[config.mk]
export PLATFORM = sky130hd
export DESIGN_NAME = onehot_decoder_hold
export DESIGN_NICKNAME = d
export VERILOG_FILES = /design/src/rtl/pk_codec_pkg.sv /design/src/rtl/onehot_decoder_hold.sv
export SDC_FILE = /design/constraint.sdc
export NUM_CORES = 1
export LEC_CHECK = 0
export CAP_MARGIN = 20
export CORE_UTILIZATION = 45
export DETAILED_ROUTE_END_ITERATION = 6
export PLACE_DENSITY = 0.74
export SYNTH_ARGS = -nofsm -noshare
export SYNTH_HDL_FRONTEND = slang
export SYNTH_SLANG_ARGS = --single-unit
[constraint.sdc]
create_clock -name clk -period 3.1 [get_ports clk]
set_input_delay 0.93 -clock clk [delete_from_list [all_inputs] [get_ports clk]]
set_output_delay 0.93 -clock clk [all_outputs]
set_load 0.01 [all_outputs]
[src/rtl/pk_codec_pkg.sv]
// Shared definitions for the Pass-Keeper index <-> one-hot codec pair.
// Holds the default bus geometry, the decoder state type and the reference one-hot mapping.
package pk_codec_pkg;

    localparam int PK_WIDTH = 16;
    localparam int PK_ENC_W = $clog2(PK_WIDTH);

    typedef enum logic {
        DEC_IDLE = 1'b0,
        DEC_HOLD = 1'b1
    } dec_state_t;

    function automatic logic [PK_WIDTH-1:0] onehot_of(input logic [PK_ENC_W-1:0] index);
        logic [PK_WIDTH-1:0] result;
        result = '0;
        for (int i = 0; i < PK_WIDTH; i++) begin
            if (int'(index) == i) result[i] = 1'b1;
        end
        return result;
    endfunction

endpackage

[src/rtl/onehot_decoder_hold.sv]
// Binary index -> registered one-hot line, held for HOLD_CYCLES cycles before the block re-arms.
// Out-of-range indices (possible only when WIDTH is not a power of two) raise a one-cycle error pulse.
module onehot_decoder_hold
    import pk_codec_pkg::*;
#(
    parameter int WIDTH       = PK_WIDTH,
    parameter int ENC_W       = PK_ENC_W,
    parameter int HOLD_CYCLES = 4
) (
    input  logic             clk,
    input  logic             rst_n,
    input  logic [ENC_W-1:0] input_encoded,
    input  logic             input_valid,
    output logic             input_ready,
    input  logic             clear,
    output logic [WIDTH-1:0] output_decoded,
    output logic             output_valid,
    output logic             output_error
);

    localparam int CNT_W = $clog2(HOLD_CYCLES + 1);

    if (ENC_W != $clog2(WIDTH)) begin : g_bad_enc_w
        $error("onehot_decoder_hold: ENC_W must equal clog2(WIDTH)");
    end
    if (HOLD_CYCLES < 1 || HOLD_CYCLES > 255) begin : g_bad_hold
        $error("onehot_decoder_hold: HOLD_CYCLES must be in 1..255");
    end

    dec_state_t        state;
    logic [CNT_W-1:0]  hold_cnt;
    logic [WIDTH-1:0]  decoded_next;
    logic              index_in_range;

    // NOTE: every always_comb output gets a default first so no path leaves it unassigned (no latch).
    always_comb begin
        decoded_next = '0;
        for (int i = 0; i < WIDTH; i++) begin
            if (int'(input_encoded) == i) decoded_next[i] = 1'b1;
        end
    end

    assign index_in_range = int'(input_encoded) < WIDTH;

    // input_ready doubles as the "in IDLE" flag, so the accept term needs no state decode.
    // NOTE: sequential state uses non-blocking assignments only, so every flop sees pre-edge values.
    always_ff @(posedge clk or negedge rst_n) begin
        if (!rst_n) begin
            state          <= DEC_IDLE;
            hold_cnt       <= '0;
            output_decoded <= '0;
            output_valid   <= 1'b0;
            input_ready    <= 1'b1;
            output_error   <= 1'b0;
        end else if (clear) begin
            state          <= DEC_IDLE;
            hold_cnt       <= '0;
            output_decoded <= '0;
            output_valid   <= 1'b0;
            input_ready    <= 1'b1;
            output_error   <= 1'b0;
        end else begin
            case (state)
                DEC_IDLE: begin
                    output_error <= 1'b0;
                    if (input_valid && input_ready) begin
                        if (index_in_range) begin
                            state          <= DEC_HOLD;
                            hold_cnt       <= CNT_W'(HOLD_CYCLES - 1);
                            output_decoded <= decoded_next;
                            output_valid   <= 1'b1;
                            input_ready    <= 1'b0;
                        end else begin
                            output_error <= 1'b1;
                        end
                    end
                end
                DEC_HOLD: begin
                    output_error <= 1'b0;
                    if (hold_cnt == '0) begin
                        state          <= DEC_IDLE;
                        output_decoded <= '0;
                        output_valid   <= 1'b0;
                        input_ready    <= 1'b1;
                    end else begin
                        hold_cnt <= hold_cnt - CNT_W'(1);
                    end
                end
                default: begin
                    state          <= DEC_IDLE;
                    hold_cnt       <= '0;
                    output_decoded <= '0;
                    output_valid   <= 1'b0;
                    input_ready    <= 1'b1;
                    output_error   <= 1'b0;
                end
            endcase
        end
    end

endmodule

==> flow_metrics.tcl, run 1 <==
set metrics [dict create \
    outcome "finished clean" \
    initial_cell_density_of_the_core_pct 48.1 \
    min_path_type "flop to flop" \
    tns_ns 0 \
    rsz_0062_raised_after_global_routing "false" \
    synth_top_area_cell "sky130_fd_sc_hd__dfrtp_1" \
    grt_use_total_pct 17.1 \
    timing.critical_path.slowest_stage_cell "sky130_fd_sc_hd__dfstp_2" \
    insertion_delay_ns 0.30 \
    vdd_drop_max_v 0.000281 \
    syn_avg_cell_area_um2 11.6 \
    detailedRoute.firstPassIterationCount 4 \
    drv_cap 0 \
    final.min_clock_period_ns 2.37 \
    critical-path-top-delay-family "flip-flops" \
    num_rows 17 \
    antenna_found_initial 0 \
    critPathKind "flop to output pin" \
    post-cts-setup-buffers 0 \
    dr_wl_cell_um 13.0 \
    synth_nets 103 \
    clkTransAtPathRegs_ns 0.12 \
    dr.first_iter.drc_count 10 \
    syn2layout_area_growth_pct 29.5 \
    globalplace.congestion 0.786 \
    detail_route.drc_violations 0 \
    place_worst_setup_slack_ns 0.577 \
    final_net_count 132 \
    critPathArrivalTime_ns 1.44 \
    cpPeakStageDelay_ns 0.59 \
    max_freq_mhz 422 \
    worst_ep_required_time_ns 2.17 \
    clock-skew-final_ns 0.00268 \
    synth.yosys.seq_area_share_pct 51.3 \
    finalHoldViolCount 0 \
    synth.area.top_cells "sky130_fd_sc_hd__dfrtp_1 49%, sky130_fd_sc_hd__mux2_4 14%, sky130_fd_sc_hd__nor2_1 5.6%, sky130_fd_sc_hd__a32o_1 2.8%, sky130_fd_sc_hd__dfstp_2 2.4%" \
    die_w_um 50.9 \
    final_core_utilization_pct 62.3 \
    crit_path_end_kind "output pin" \
    cellPowerDensity_mw_per_mm2 422 \
    detail_route.wirelength_mm 1.93 \
    finalNonFillerCells 149 \
    clock_root_cell "sky130_fd_sc_hd__clkbuf_4" \
    dpl.hpwl_mm 1.47 \
    crit_buf_inv 1 \
    final_layout_size_suffix_gt1_share_pct 16.5 \
    finalSetupViolations 0 \
    tritoncts "yes" \
    setup_ws_ns 0.732 \
    coreArea_mm2 0.00223 \
    via_count_of_the_first_global_routing_pass 733 \
    synthesis.instances 93 \
    route.detailed.vias_per_inst 5.25 \
    overflow 0 \
    netlist_area_before_placement_mm2 0.00107 \
    pin_count 27 \
    crit_fanout 6 \
    power.total_uw 587 \
    maximum_number_of_buffers_from_clock_root_to_sink 2 \
    start_kind "flop" \
    timing.hold.ws_ns 0.507 \
    floorplan.die.height_um 50.9 \
    worst_slew_margin_rel_pct 65.8 \
    post_cts_hold_buffer_count 0 \
    final_period_utilization_pct 76.4 \
    finish.instance_area_mm2 0.00139 \
    placement.io_buffers 25 \
    vias_post_dr 782 \
    pin_count_of_the_biggest_net_entering_global_routing 23 \
    placed_cell_area_mm2 0.00136 \
    ctsHtreeMaxLevel 1 \
    crit_chain "clkdlybuf4s50_1" \
    die_area_mm2 0.00259 \
    dpl.cell_count 145 \
    synth.distinct_cells 29 \
    synth-seq-cells 22 \
    max_slew.worst_pin.slew_ns 0.510 \
    yosys.area.top_type_share_pct 48.9 \
    leakage_nw 0.660 \
    cts_made_buffers 3 \
    finalMaxSlewViolations 0 \
    cts.sinks 22 \
    postRouteAntennaNets 0 \
    grt_pass1_wl_mm 3.26 \
    cts.repair.resized 0 \
    count_of_yosys_warnings_during_synthesis 0 \
    antenna-diode-count 0 \
]
==> area by class of cell <==
type / count / area, um2
inverter: 7 / 26.3
timing repair buffer: 28 / 273
fill: 202 / 842
sequential: 22 / 552
tap: 28 / 35.0
multi-input combinational: 60 / 469
clock buffer: 4 / 36.3
==> cells in the mapped netlist, drive strengths merged <==
library cell and n:
a211o 1, a211oi 1, a21o 1, a21oi 2, a221oi 1, a22o 2, a2bb2oi 1, a32o 3
and3b 1, buf 3, clkbuf 1, conb 1, dfrtp 21, dfstp 1, ha 2, inv 7
mux2 12, nand2 4, nand2b 2, nand4bb 1, nor2 16, nor2b 2, nor3 3, o22ai 1
or4 1, or4b 2
==> cell usage in the layout (no fill, tap or decap), types with 3 or more instances in the layout <==
cell type	instances
sky130_fd_sc_hd__mux2_4	10
sky130_fd_sc_hd__nor2_1	16
sky130_fd_sc_hd__buf_4	3
sky130_fd_sc_hd__nand2_1	4
sky130_fd_sc_hd__dfrtp_1	21
sky130_fd_sc_hd__inv_1	7
sky130_fd_sc_hd__clkbuf_4	3
sky130_fd_sc_hd__nor3_1	3
sky130_fd_sc_hd__clkdlybuf4s50_1	25
sky130_fd_sc_hd__a32o_1	3
==> flip-flops by register name, indices dropped and copies added (netlist names) <==
| register | cells |
|---|---|
| output_decoded | 16 |
| hold_cnt | 3 |
| input_ready | 1 |
| output_valid | 1 |
| state | 1 |
==> metal layers <==
metal / share of wire, % / track usage (%) / vias to the layer above / routed length [um]
met5: 0 / 0 / - / 0
met4: 0.62 / 5.56 / 0 / 12
met3: 4.6 / 2.98 / 2 / 88
met2: 50 / 28.2 / 17 / 962
met1: 45 / 22.7 / 383 / 870
li1: - / - / 380 / -
==> power by group <==
group	switching, mW	leakage, nW	internal, mW	total, mW
Sequential	0.0118	0.299	0.302	0.314
Combinational	0.0579	0.340	0.0583	0.116
Clock	0.0853	0.0210	0.0716	0.157
Total	0.155	0.660	0.432	0.587
==> cell families after synthesis <==
logic type / Yosys count / share of synthesized area (%)
AO/OA/AOI/OAI: 13 / 9.78
adder cells (fa/ha/maj): 2 / 2.33
buffers and inverters: 11 / 5.01
flip-flops: 22 / 51.3
multiplexers: 12 / 16.1
other: 1 / 0.349
AND/OR/NAND/NOR: 32 / 15.1
==> path summary, 6_finish.rpt <==
kind / startpoint / to / slack [ns] / depth (start not counted)
worst max-delay path: input_ready / input_ready / 0.73 / 1
worst min-delay path: output_decoded[0] / output_decoded[0] / 0.51 / 1
worst max register to register: hold_cnt[0] / output_decoded[12] / 1.34 / 6
worst min register to register: output_decoded[0] / output_decoded[0] / 0.51 / 1
max in group asynchronous: rst_n / input_ready / 1.86 / 2
min in group asynchronous: rst_n / output_decoded[6] / 0.96 / 2
Power figures use the tool's default switching activity.
==> run 2: changes to the inputs <==
==> constraint.sdc (replaced) <==
create_clock -name clk -period 2.2 [get_ports clk]
set_input_delay 0.66 -clock clk [delete_from_list [all_inputs] [get_ports clk]]
set_output_delay 0.66 -clock clk [all_outputs]
set_load 0.01 [all_outputs]
==> run 2 against run 1 <==
  * Cell count is 3.4% higher
  * Final area is 4.8% higher
  * Worst setup slack worse by 0.63 ns
  * Wire length is 5.3% higher
  * Sequential share of layout area is 1.8 points lower
  * Clock skew is 0.0042 ns higher
==> flow_metrics.tcl, run 2 (same netlist as run 1, synthesis figures left out) <==
set metrics [dict create \
    syn2layout_area_growth_pct 35.6 \
    antenna_found_initial 0 \
    timing.reg2reg.setup_slack_ns 0.43 \
    coreArea_mm2 0.00223 \
    reg2reg_depth 6 \
    dr_wl_cell_um 13.2 \
    power.total_uw 935 \
    final.min_clock_period_ns 2.10 \
    cts.repair.resized 0 \
    dpl.hpwl_mm 1.55 \
    initial_cell_density_of_the_core_pct 48.1 \
    finalMaxSlewViolations 0 \
    worst_hold_path.endpoint "output_decoded[0]" \
    top_register "output_decoded" \
    pin_count_of_the_biggest_net_entering_global_routing 23 \
    vdd_drop_max_v 0.000362 \
    detail_route.drc_violations 0 \
    critPathArrivalTime_ns 1.44 \
    drv_cap 0 \
    critical_path.reg2reg.startpoint "hold_cnt[0]" \
    die_w_um 50.9 \
    start_kind "flop" \
    highest_count_cells_in_the_layout_ignoring_fill_and_taps "25 x sky130_fd_sc_hd__clkdlybuf4s50_1, 21 x sky130_fd_sc_hd__dfrtp_1, 16 x sky130_fd_sc_hd__nor2_1" \
    final_period_utilization_pct 95.4 \
    final_net_count 137 \
    detailedRoute.firstPassIterationCount 4 \
    cpPeakStageDelay_ns 0.59 \
    clock-skew-final_ns 0.00683 \
    finalHoldViolCount 0 \
    postRouteAntennaNets 0 \
    rsz_0062_raised_after_global_routing "false" \
    worst_hold_path.num_cells 1 \
    largest_register_ff_count 16 \
    outcome "finished clean" \
    max_freq_mhz 476 \
    ff_latch_area_um2 552 \
    post_cts_hold_buffer_count 0 \
    grt_use_total_pct 18.8 \
    die_area_mm2 0.00259 \
    floorplan.die.height_um 50.9 \
    finalSetupViolations 0 \
    layout_commonest_cell "sky130_fd_sc_hd__clkdlybuf4s50_1" \
    layout_top_registers "output_decoded (16), hold_cnt (3)" \
    crit_fanout 6 \
    pin_count 27 \
    worst_ep_required_time_ns 1.54 \
    route.detailed.vias_per_inst 5.12 \
    min_path_type "flop to flop" \
    final_layout_size_suffix_gt1_share_pct 19.8 \
    critical-path-top-delay-family "flip-flops" \
    tns_ns 0 \
    via_count_of_the_first_global_routing_pass 774 \
    crit_chain "clkdlybuf4s50_1" \
    tritoncts "yes" \
    clkTransAtPathRegs_ns 0.12 \
    globalplace.congestion 0.800 \
    maximum_number_of_buffers_from_clock_root_to_sink 2 \
    fill_cells 189 \
    multi_input_area_um2 469 \
    grt_pass1_wl_mm 3.54 \
    placed_cell_area_mm2 0.00141 \
    ctsHtreeMaxLevel 1 \
    leakage_nw 0.696 \
    cts.sinks 22 \
    cts_made_buffers 3 \
    cellPowerDensity_mw_per_mm2 641 \
    vias_post_dr 789 \
    num_rows 17 \
    crit_buf_inv 1 \
    crit_path_end_kind "output pin" \
    post-cts-setup-buffers 0 \
    critPathKind "flop to output pin" \
    insertion_delay_ns 0.31 \
    reg2reg_to "output_decoded[10]" \
    finish.instance_area_mm2 0.00146 \
    detail_route.wirelength_mm 2.04 \
    timing.critical_path.slowest_stage_cell "sky130_fd_sc_hd__dfstp_2" \
    hold_path.startpoint "output_decoded[0]" \
    dr.first_iter.drc_count 8 \
    clock_root_cell "sky130_fd_sc_hd__clkbuf_4" \
    timing.hold.ws_ns 0.509 \
    final_core_utilization_pct 65.3 \
    placement.io_buffers 25 \
    overflow 0 \
    antenna-diode-count 0 \
]
==> run 2: through the flow <==
step | instances | worst slack [ns]
2_1_floorplan | 93 | 0.476
3_3_place_gp | 150 | 0.0553
3_5_place_dp | 150 | 0.0417
4_1_cts | 154 | 0.0873
5_1_grt | 154 | 0.0349
6_report | 154 | 0.101
==> run 2: power breakdown <==
| group | total (mW) | switching (mW) | internal [mW] | leakage (nW) |
|---|---|---|---|---|
| clock network | 0.310 | 0.126 | 0.184 | 0.0279 |
| logic | 0.183 | 0.0862 | 0.0963 | 0.370 |
| registers | 0.442 | 0.0170 | 0.425 | 0.299 |
==> run 2: worst max path at each step <==
| stage | from | to | slack, ns | depth (start not counted) |
|---|---|---|---|---|
| 2_1_floorplan | input_valid | output_decoded[10] | 0.48 | 4 |
| 3_3_place_gp | input_valid | output_decoded[11] | 0.06 | 5 |
| 3_5_place_dp | input_valid | output_decoded[12] | 0.04 | 5 |
| 4_1_cts | input_ready | input_ready | 0.09 | 1 |
| 5_1_grt | input_ready | input_ready | 0.03 | 1 |
| 6_report | input_ready | input_ready | 0.10 | 1 |
==> run 2: area by class of cell <==
type | instances | share of cell area (%)
Sequential cell | 22 | 37.9
Multi-Input combinational cell | 60 | 32.2
Timing Repair Buffer | 33 | 22.1
Tap cell | 28 | 2.40
Clock inverter | 1 | 2.06
Inverter | 7 | 1.80
Clock buffer | 3 | 1.55
==> run 2: worst register-to-register path, cell delays in order, from the launching register on <==
cell	delay, ns
sky130_fd_sc_hd__dfrtp_1	0.37
sky130_fd_sc_hd__inv_1	0.06
sky130_fd_sc_hd__ha_1	0.19
sky130_fd_sc_hd__ha_1	0.24
sky130_fd_sc_hd__a211o_1	0.34
sky130_fd_sc_hd__buf_12	0.16
sky130_fd_sc_hd__mux2_4	0.29
==> run 2: layer usage <==
layer | vias up | GRT usage [%] | wire length, um
met5 | - | 0 | 0
met1 | 379 | 23.4 | 939
met4 | 0 | 6.94 | 22
met2 | 17 | 32.7 | 1000
li1 | 389 | - | -
met3 | 4 | 2.98 | 73
